`src/rtl/map_ss_seq.sv`:
```
// map_ss_seq -- save-state sequencer placed upstream of a mapper's save-state port.
//
// Walks the mapper state window (addresses 0..SS_LEN-1) one byte at a time.
// On a save, each byte is read back from the mapper and streamed out on the
// sv_* valid/ready port. On a load, bytes are taken from the ld_* valid/ready
// port and written into the mapper, with ss_we held for WE_CYC clocks per byte.
//
// Optional feature macro: SS_IDCHK_EN
//   defined   : before a load, the mapper-ID byte at address 127 is compared with
//               MAP_NUM; a mismatch sets err and aborts with no writes issued.
//   undefined : a load starts writing immediately and err is tied low.
//
// Parameters:
//   SS_LEN   bytes per state image
//   MAP_NUM  expected mapper-ID byte at address 127
//   WE_CYC   clocks that ss_we is held per written byte
//
// Ports:
//   clk, map_rst          clock, synchronous active-high reset
//   start_save/start_load single-cycle operation requests (save has priority)
//   busy, done, err       status: active, one-cycle finish pulse, sticky ID error
//   ss_act, ss_we         mapper save-state mode and write strobe
//   ss_addr, ss_wdat      mapper state address and write byte
//   ss_rdat               mapper readback (combinational from ss_addr)
//   sv_dat/valid/ready    save stream out
//   ld_dat/valid/ready    load stream in
module map_ss_seq #(
    parameter int unsigned SS_LEN  = 128,
    parameter int unsigned MAP_NUM = 8'd27,
    parameter int unsigned WE_CYC  = 4
) (
    input  logic       clk,
    input  logic       map_rst,
    input  logic       start_save,
    input  logic       start_load,
    output logic       busy,
    output logic       done,
    output logic       err,
    output logic       ss_act,
    output logic       ss_we,
    output logic [7:0] ss_addr,
    output logic [7:0] ss_wdat,
    input  logic [7:0] ss_rdat,
    output logic [7:0] sv_dat,
    output logic       sv_valid,
    input  logic       sv_ready,
    input  logic [7:0] ld_dat,
    input  logic       ld_valid,
    output logic       ld_ready
);

    localparam logic [7:0] LAST_ADDR = 8'(SS_LEN - 1);
    localparam logic [7:0] WE_LAST   = 8'(WE_CYC - 1);
    localparam logic [7:0] ID_ADDR   = 8'd127;

    if (SS_LEN == 0 || SS_LEN > 256 || WE_CYC == 0 || WE_CYC > 256 || MAP_NUM > 255) begin : g_bad_cfg
        $error("map_ss_seq: parameter out of range");
    end

    typedef enum logic [2:0] {
        IDLE,
        SV_ADDR,
        SV_OUT,
        LD_CHK0,
        LD_CHK1,
        LD_WAIT,
        LD_WR,
        DONE
    } state_t;

    state_t     state, state_nxt;
    logic [7:0] n, n_nxt;
    logic [7:0] we_cnt, we_cnt_nxt;
    logic [7:0] wdat_q, wdat_nxt;
    logic [7:0] svdat_q, svdat_nxt;
`ifdef SS_IDCHK_EN
    logic       err_q, err_nxt;
`endif

    always_ff @(posedge clk) begin
        if (map_rst) begin
            state   <= IDLE;
            n       <= '0;
            we_cnt  <= '0;
            wdat_q  <= '0;
            svdat_q <= '0;
`ifdef SS_IDCHK_EN
            err_q   <= 1'b0;
`endif
        end else begin
            state   <= state_nxt;
            n       <= n_nxt;
            we_cnt  <= we_cnt_nxt;
            wdat_q  <= wdat_nxt;
            svdat_q <= svdat_nxt;
`ifdef SS_IDCHK_EN
            err_q   <= err_nxt;
`endif
        end
    end

    always_comb begin
        state_nxt  = state;
        n_nxt      = n;
        we_cnt_nxt = we_cnt;
        wdat_nxt   = wdat_q;
        svdat_nxt  = svdat_q;
`ifdef SS_IDCHK_EN
        err_nxt    = err_q;
`endif
        unique case (state)
            IDLE: begin
                if (start_save) begin
                    n_nxt     = '0;
                    state_nxt = SV_ADDR;
`ifdef SS_IDCHK_EN
                    err_nxt   = 1'b0;
`endif
                end else if (start_load) begin
                    n_nxt     = '0;
`ifdef SS_IDCHK_EN
                    err_nxt   = 1'b0;
                    state_nxt = LD_CHK0;
`else
                    state_nxt = LD_WAIT;
`endif
                end
            end
            SV_ADDR: begin
                // Address has settled for a full cycle; capture the readback.
                svdat_nxt = ss_rdat;
                state_nxt = SV_OUT;
            end
            SV_OUT: begin
                if (sv_ready) begin
                    if (n == LAST_ADDR) begin
                        state_nxt = DONE;
                    end else begin
                        n_nxt     = n + 8'd1;
                        state_nxt = SV_ADDR;
                    end
                end
            end
`ifdef SS_IDCHK_EN
            LD_CHK0: state_nxt = LD_CHK1;
            LD_CHK1: begin
                if (ss_rdat != 8'(MAP_NUM)) begin
                    err_nxt   = 1'b1;
                    state_nxt = DONE;
                end else begin
                    n_nxt     = '0;
                    state_nxt = LD_WAIT;
                end
            end
`endif
            LD_WAIT: begin
                if (ld_valid) begin
                    wdat_nxt   = ld_dat;
                    we_cnt_nxt = '0;
                    state_nxt  = LD_WR;
                end
            end
            LD_WR: begin
                if (we_cnt == WE_LAST) begin
                    if (n == LAST_ADDR) begin
                        state_nxt = DONE;
                    end else begin
                        n_nxt     = n + 8'd1;
                        state_nxt = LD_WAIT;
                    end
                end else begin
                    we_cnt_nxt = we_cnt + 8'd1;
                end
            end
            DONE:    state_nxt = IDLE;
            default: state_nxt = IDLE;
        endcase
    end

    always_comb begin
        ss_addr = '0;
        case (state)
            LD_CHK0, LD_CHK1:                 ss_addr = ID_ADDR;
            SV_ADDR, SV_OUT, LD_WAIT, LD_WR:  ss_addr = n;
            default:                          ss_addr = '0;
        endcase
    end

    assign busy     = (state != IDLE) && (state != DONE);
    assign ss_act   = busy;
    assign done     = (state == DONE);
    assign ss_we    = (state == LD_WR);
    assign ld_ready = (state == LD_WAIT);
    assign sv_valid = (state == SV_OUT);
    assign ss_wdat  = wdat_q;
    assign sv_dat   = svdat_q;
`ifdef SS_IDCHK_EN
    assign err      = err_q;
`else
    assign err      = 1'b0;
`endif

endmodule

```
`config.mk`:
```
export PLATFORM = sky130hd
export DESIGN_NAME = map_ss_seq
export DESIGN_NICKNAME = d
export VERILOG_FILES = /design/src/rtl/map_ss_seq.sv
export SDC_FILE = /design/constraint.sdc
export NUM_CORES = 1
export LEC_CHECK = 0
export CAP_MARGIN = 20
export CORE_AREA = 4 4 71 73
export DETAILED_ROUTE_END_ITERATION = 12
export DIE_AREA = 0 0 75 77
export PLACE_DENSITY = 0.73
export SLEW_MARGIN = 20
export SYNTH_ARGS = -nofsm -noshare
export SYNTH_HDL_FRONTEND = slang
export SYNTH_SLANG_ARGS = --single-unit
```
`constraint.sdc`:
```
create_clock -name clk -period 2.1 [get_ports clk]
set_clock_uncertainty 0.1 [all_clocks]
set_input_delay 0.63 -clock clk [delete_from_list [all_inputs] [get_ports clk]]
set_output_delay 0.63 -clock clk [all_outputs]
set_load 0.02 [all_outputs]
```
==> results of run 1 <==
-- state kept, by name (all words and copies together) (netlist names) --
| signal | flops |
|---|---|
| n | 8 |
| ss_wdat | 8 |
| sv_dat | 8 |
| we_cnt | 8 |
| state | 3 |
-- final timing paths --
check        depth (start not counted)  slack (ns)          to  startpoint
max reg2reg                          6        0.15        n[0]   we_cnt[1]
max                                  4        0.04    ld_ready    state[1]
min                                  2        0.35  ss_wdat[1]  ss_wdat[1]
min reg2reg                          2        0.35  ss_wdat[1]  ss_wdat[1]
-- synth_stat cells, types with 3 or more instances --
cell type / instances
and2_1: 3
o21ai_0: 18
a21oi_1: 23
nand2_1: 28
nand2b_1: 5
clkbuf_1: 8
inv_1: 5
o211ai_1: 7
nor3_1: 9
buf_2: 3
dfxtp_1: 35
nor2b_1: 3
a31oi_1: 5
nor2_1: 28
a211oi_1: 3
nand4_1: 3
nand3b_1: 3
o21ai_1: 7
nand3_1: 4
mux2i_1: 9
-- power by group --
group          internal [mW]  switching, mW
logic                  0.400          0.431
clock network          0.233          0.237
registers              0.711         0.0442
total                   1.34          0.712
-- layer usage --
layer / track usage [%] / vias to the layer above / wire length (microns) / part of all wire, %
met1: 20.7 / 909 / 2110 / 44
met2: 28.0 / 57 / 2340 / 48
met3: 5.62 / 10 / 308 / 6.4
met4: 5.34 / 0 / 74 / 1.5
met5: 0 / - / 0 / 0
li1: - / 981 / - / -
-- worst max-delay path: stages (launching register included) --
cell     delay [ns]
dfxtp_4        0.37
buf_4          0.17
nor2b_2        0.16
and2_1         0.16
buf_2          0.17
-- cell usage in the layout (no fill, tap or decap), types with 7 or more instances in the layout --
cell type / synthesis / layout
clkdlybuf4s50_1: 0 / 35
a21oi_1: 23 / 20
dfxtp_1: 35 / 33
nand2_1: 28 / 27
o211ai_1: 7 / 7
nor3_1: 9 / 8
o21ai_0: 18 / 14
buf_4: 2 / 38
o21ai_1: 7 / 10
mux2i_1: 9 / 9
nor2_1: 28 / 26
buf_2: 3 / 9
-- logic make-up (layout without fill, tap and decap cells) --
group | after synthesis | count (layout) | synth area share [%]
adders and majority gates | 2 | 2 | 1.40
buffers and inverters | 19 | 101 | 4.61
and+or+nand+nor | 97 | 97 | 26.8
AOI/OAI and AO/OA | 70 | 70 | 22.8
DFF | 35 | 35 | 39.2
muxes | 9 | 9 | 5.04
other | 1 | 1 | 0.210
-- stage by stage --
stage	util (%)	TNS (ns)	cells	instance area, sq um
final	61.9	0	367	2690
after detailed placement	59.7	-6.66	360	2600
after floorplan	-	0	233	1800
after global routing	61.9	-0.0491	367	2690
after global placement	59.7	-6.47	360	2600
after CTS	60.8	-0.106	367	2650
-- final cells by class --
cell class | instances | area share [%]
clock buffers | 7 | 2.83
multi-input cells | 179 | 40.2
flip-flops and latches | 35 | 26.3
inverters | 5 | 0.697
well taps | 52 | 2.42
clock inverters | 1 | 0.186
repair buffers | 88 | 27.4
-- what timing repair did --
action / CTS / global route
endpoints found under the setup margin: 22 / 22
gates resized for setup: 63 / 25
pin swaps: 4 / 10
buffers inserted: 0 / 0
==> results.yml, run 1 <==
run_status:
  status: "complete, no violations"
global_routing:
  grt_pass1_wl_microns: 7910
  antenna_found_initial: 0
  first_global_vias: 1802
  grt_overflow: 0
  grt_usage_pct: 17.1
  grt_max_degree: 14
detailed_routing:
  wirelength_microns: 4840
  antenna_left: 0
  dr.pass1.iters: 4
  wl_per_cell_microns: 13.2
  drc_errors: 0
  first_iter_violations: 103
  via_count: 1957
  via_per_inst: 5.33
finish:
  multiInputGateArea_sq_um: 1080
  diodes: 0
  fill_cells: 391
  syn2layout_area_growth_pct: 50.6
  final_nets: 338
  drive_above_1_share_pct: 24.8
  regArea_sq_um: 708
floorplanning:
  core_area_sq_um: 4350
  die_height_microns: 77
  std_cell_rows: 24
  start_util_pct: 41.1
  ioPinCount: 53
  die_x_microns: 75
  die-area_sq_um: 5780
clock_tree:
  cts_inserted_buffers: 5
  clk_pin_slew_ns: 0.07
  clk_path_buf_depth: 2
  cts_max_level: 2
  clk_latency_ns: 0.29
  cts_root_buffer: "clkbuf_8"
  cts.sinks: 35
  holdBufCountCts: 0
  cts_tree: "built"
critical_path:
  required_ns: 1.37
  critical_path_class: "flip-flop to primary output"
  cp.arrival_ns: 1.33
  cp_max_fo: 7
  start_kind: "flip-flop"
  end_kind: "primary output"
sta:
  hold_viol: 0
  max_freq_mhz: 485
  period_minus_slack_ns: 2.06
  slew_viol_final: 0
  finalSetupViolCount: 0
  hold_slack_ns: 0.353
  layout_setup_ws_ns: 0.0381
  rsz0062_at_grt: "true"
  period_share_pct: 98.2
synth:
  syn_avg_cell_area_sq_um: 7.68
  yosysTopAreaCell: "dfxtp_1"
  ys_warn_count: 0
  ys_seq_area_share_pct: 39.2
  synth_top_area_share_pct: 39.2
  synth_cells: 233
  async_flop_share_pct: 0
  synthFlopType: "dfxtp_1"
  synth_nets: 257
  synth_edf_count: 0
  synth_area_leaders: "dfxtp_1, a21oi_1, nand2_1"
  synthesis.area_sq_um: 1790
  ys_ff_latch: 35
  synth_cell_types: 39
place:
  io_buffers: 51
  dpl.hpwl_microns: 3640
  dp_slack_ns: -0.493
  gp_routability_congestion: 0.862
power:
  p_per_area_nw_per_um2: 763
  design_power_total_mw: 2.06
  p_leak_nw: 1.03
  vdd_drop_max_uv: 564
job:
  maxCapViolations: 0
hold_path:
  hp-class: "flip-flop to flip-flop"
(Power assumes the default switching activity.)
==> run 2, diff against run 1 <==
- CORE_AREA: 4 4 71 73 -> 4 4 72 74
- DIE_AREA: 0 0 75 77 -> 0 0 76 78
- PLACE_DENSITY: 0.73 -> 0.68
- clock period: 2.1 -> 1.9 ns (I/O delays scaled with it)
==> results.yml, run 2 (synthesized netlist as in run 1, its figures left out) <==
critical_path:
  slowest_delay_ns: 0.38
  cp_max_fo: 8
  end_kind: "primary output"
  ff2ff_path_depth: 7
  r2r-end: "state[1]"
  cp.arrival_ns: 1.32
  required_ns: 1.23
  path_cells: "buf_6 -> nor2b_1 -> buf_4 -> o21a_1 -> buf_6"
  rrSetupSlack_ns: -0.08
  rr_startpoint: "state[1]"
  critPathSlowestCell: "dfxtp_4"
  critical_path_class: "flip-flop to primary output"
  start_kind: "flip-flop"
  cpMostUsedCell: "buf_6"
place:
  placed_cell_area_sq_um: 2720
  gp_routability_congestion: 0.840
  dpl.hpwl_microns: 3680
  dp_slack_ns: -0.695
  io_buffers: 51
  dp_cells: 373
sta:
  period_minus_slack_ns: 1.99
  setup_tns_ns: -0.481
  hold_viol: 0
  finalSetupViolCount: 10
  period_share_pct: 105
  max_freq_mhz: 502
  slew_viol_final: 0
  layout_setup_ws_ns: -0.0916
  hold_slack_ns: 0.349
  rsz0062_at_grt: "true"
global_routing:
  grt_overflow: 0
  antenna_found_initial: 0
  grt_max_degree: 18
  use_met3_pct: 4.87
  grt_usage_pct: 17.6
  first_global_vias: 1869
  met1_usage_pct: 22.0
  grt_pass1_wl_microns: 8710
  use_met2_pct: 28.7
  top_usage_layer: "met2"
finish:
  fill_cells: 388
  drive_above_1_share_pct: 34.7
  postLayoutCellArea_sq_um: 3030
  final_cell_mix: "buf_4, dfxtp_1, nand2_1, nor2_1, clkdlybuf4s50_1"
  final_nets: 359
  post-route-util_pct: 65.9
  multiInputGateArea_sq_um: 1190
  layout_commonest_cell: "buf_4"
  syn2layout_area_growth_pct: 69.4
  fin_cells: 388
  diodes: 0
  regArea_sq_um: 712
hold_path:
  holdPathEnd: "ss_wdat[6]"
  worstHoldStart: "ss_wdat[6]"
  hp-class: "flip-flop to flip-flop"
  whs_path_depth: 2
clock_tree:
  cts_root_buffer: "clkbuf_8"
  cts_inserted_buffers: 5
  cts_max_level: 2
  clk_latency_ns: 0.28
  cts_tree: "built"
  clk_path_buf_depth: 2
  cts.sinks: 35
  clk_pin_slew_ns: 0.06
power:
  p_per_area_nw_per_um2: 817
  p_leak_nw: 1.30
  vdd_drop_max_uv: 540
  design_power_total_mw: 2.48
detailed_routing:
  dr.pass1.iters: 4
  antenna_left: 0
  wirelength_microns: 5490
  via_count: 2018
  drc_errors: 0
  first_iter_violations: 99
  via_per_inst: 5.20
  wl_per_cell_microns: 14.1
floorplanning:
  start_util_pct: 38.9
  core_area_sq_um: 4600
  die_height_microns: 78
  ioPinCount: 53
  std_cell_rows: 25
  die-area_sq_um: 5930
  die_x_microns: 76
run_status:
  violations: "negative setup slack"
  status: "finished with violations"
job:
  maxCapViolations: 0
-- run 2: layer usage --
metal | routed length [microns] | part of all wire (%)
met1 | 2220 | 40
met2 | 2880 | 52
met3 | 322 | 5.9
met4 | 68 | 1.2
met5 | 0 | 0
-- run 2: how the worst max path moves through the flow --
stage | startpoint | slack (ns) | endpoint
final | state[1] | -0.09 | ss_addr[7]
after global routing | state[1] | -0.15 | ss_addr[7]
after CTS | state[1] | -0.09 | ss_act
after detailed placement | start_save | -0.70 | n[6]
after global placement | start_save | -0.63 | n[6]
after floorplan | state[0] | -0.05 | ss_act
-- run 2: report_power, final --
part / internal, mW / total (mW) / switching (mW)
registers: 0.787 / 0.840 / 0.0528
clock network: 0.244 / 0.489 / 0.245
logic: 0.572 / 1.15 / 0.577
total: 1.60 / 2.48 / 0.874
-- run 2: worst max-delay path, delay by kind of cell (launching register included) --
family | cells | cell delay (ns)
buffers and inverters | 3 | 0.39
DFF | 1 | 0.38
and+or+nand+nor | 1 | 0.11
AOI/OAI and AO/OA | 1 | 0.16
-- run 2: final cells by class --
class | instances | area share, %
inverter | 5 | 0.619
timing repair buffer | 109 | 32.2
clock buffer | 6 | 2.39
tap | 54 | 2.23
sequential | 35 | 23.5
multi-input combinational | 179 | 39.1
-- run 2: timing repair --
item	CTS	global route
setup endpoints to repair	34	31
endpoints found under the hold margin	0	0
gates resized for setup	103	46
buffers inserted	3	8
hold buffers	0	0
pin swaps	13	11
cloned	0	0
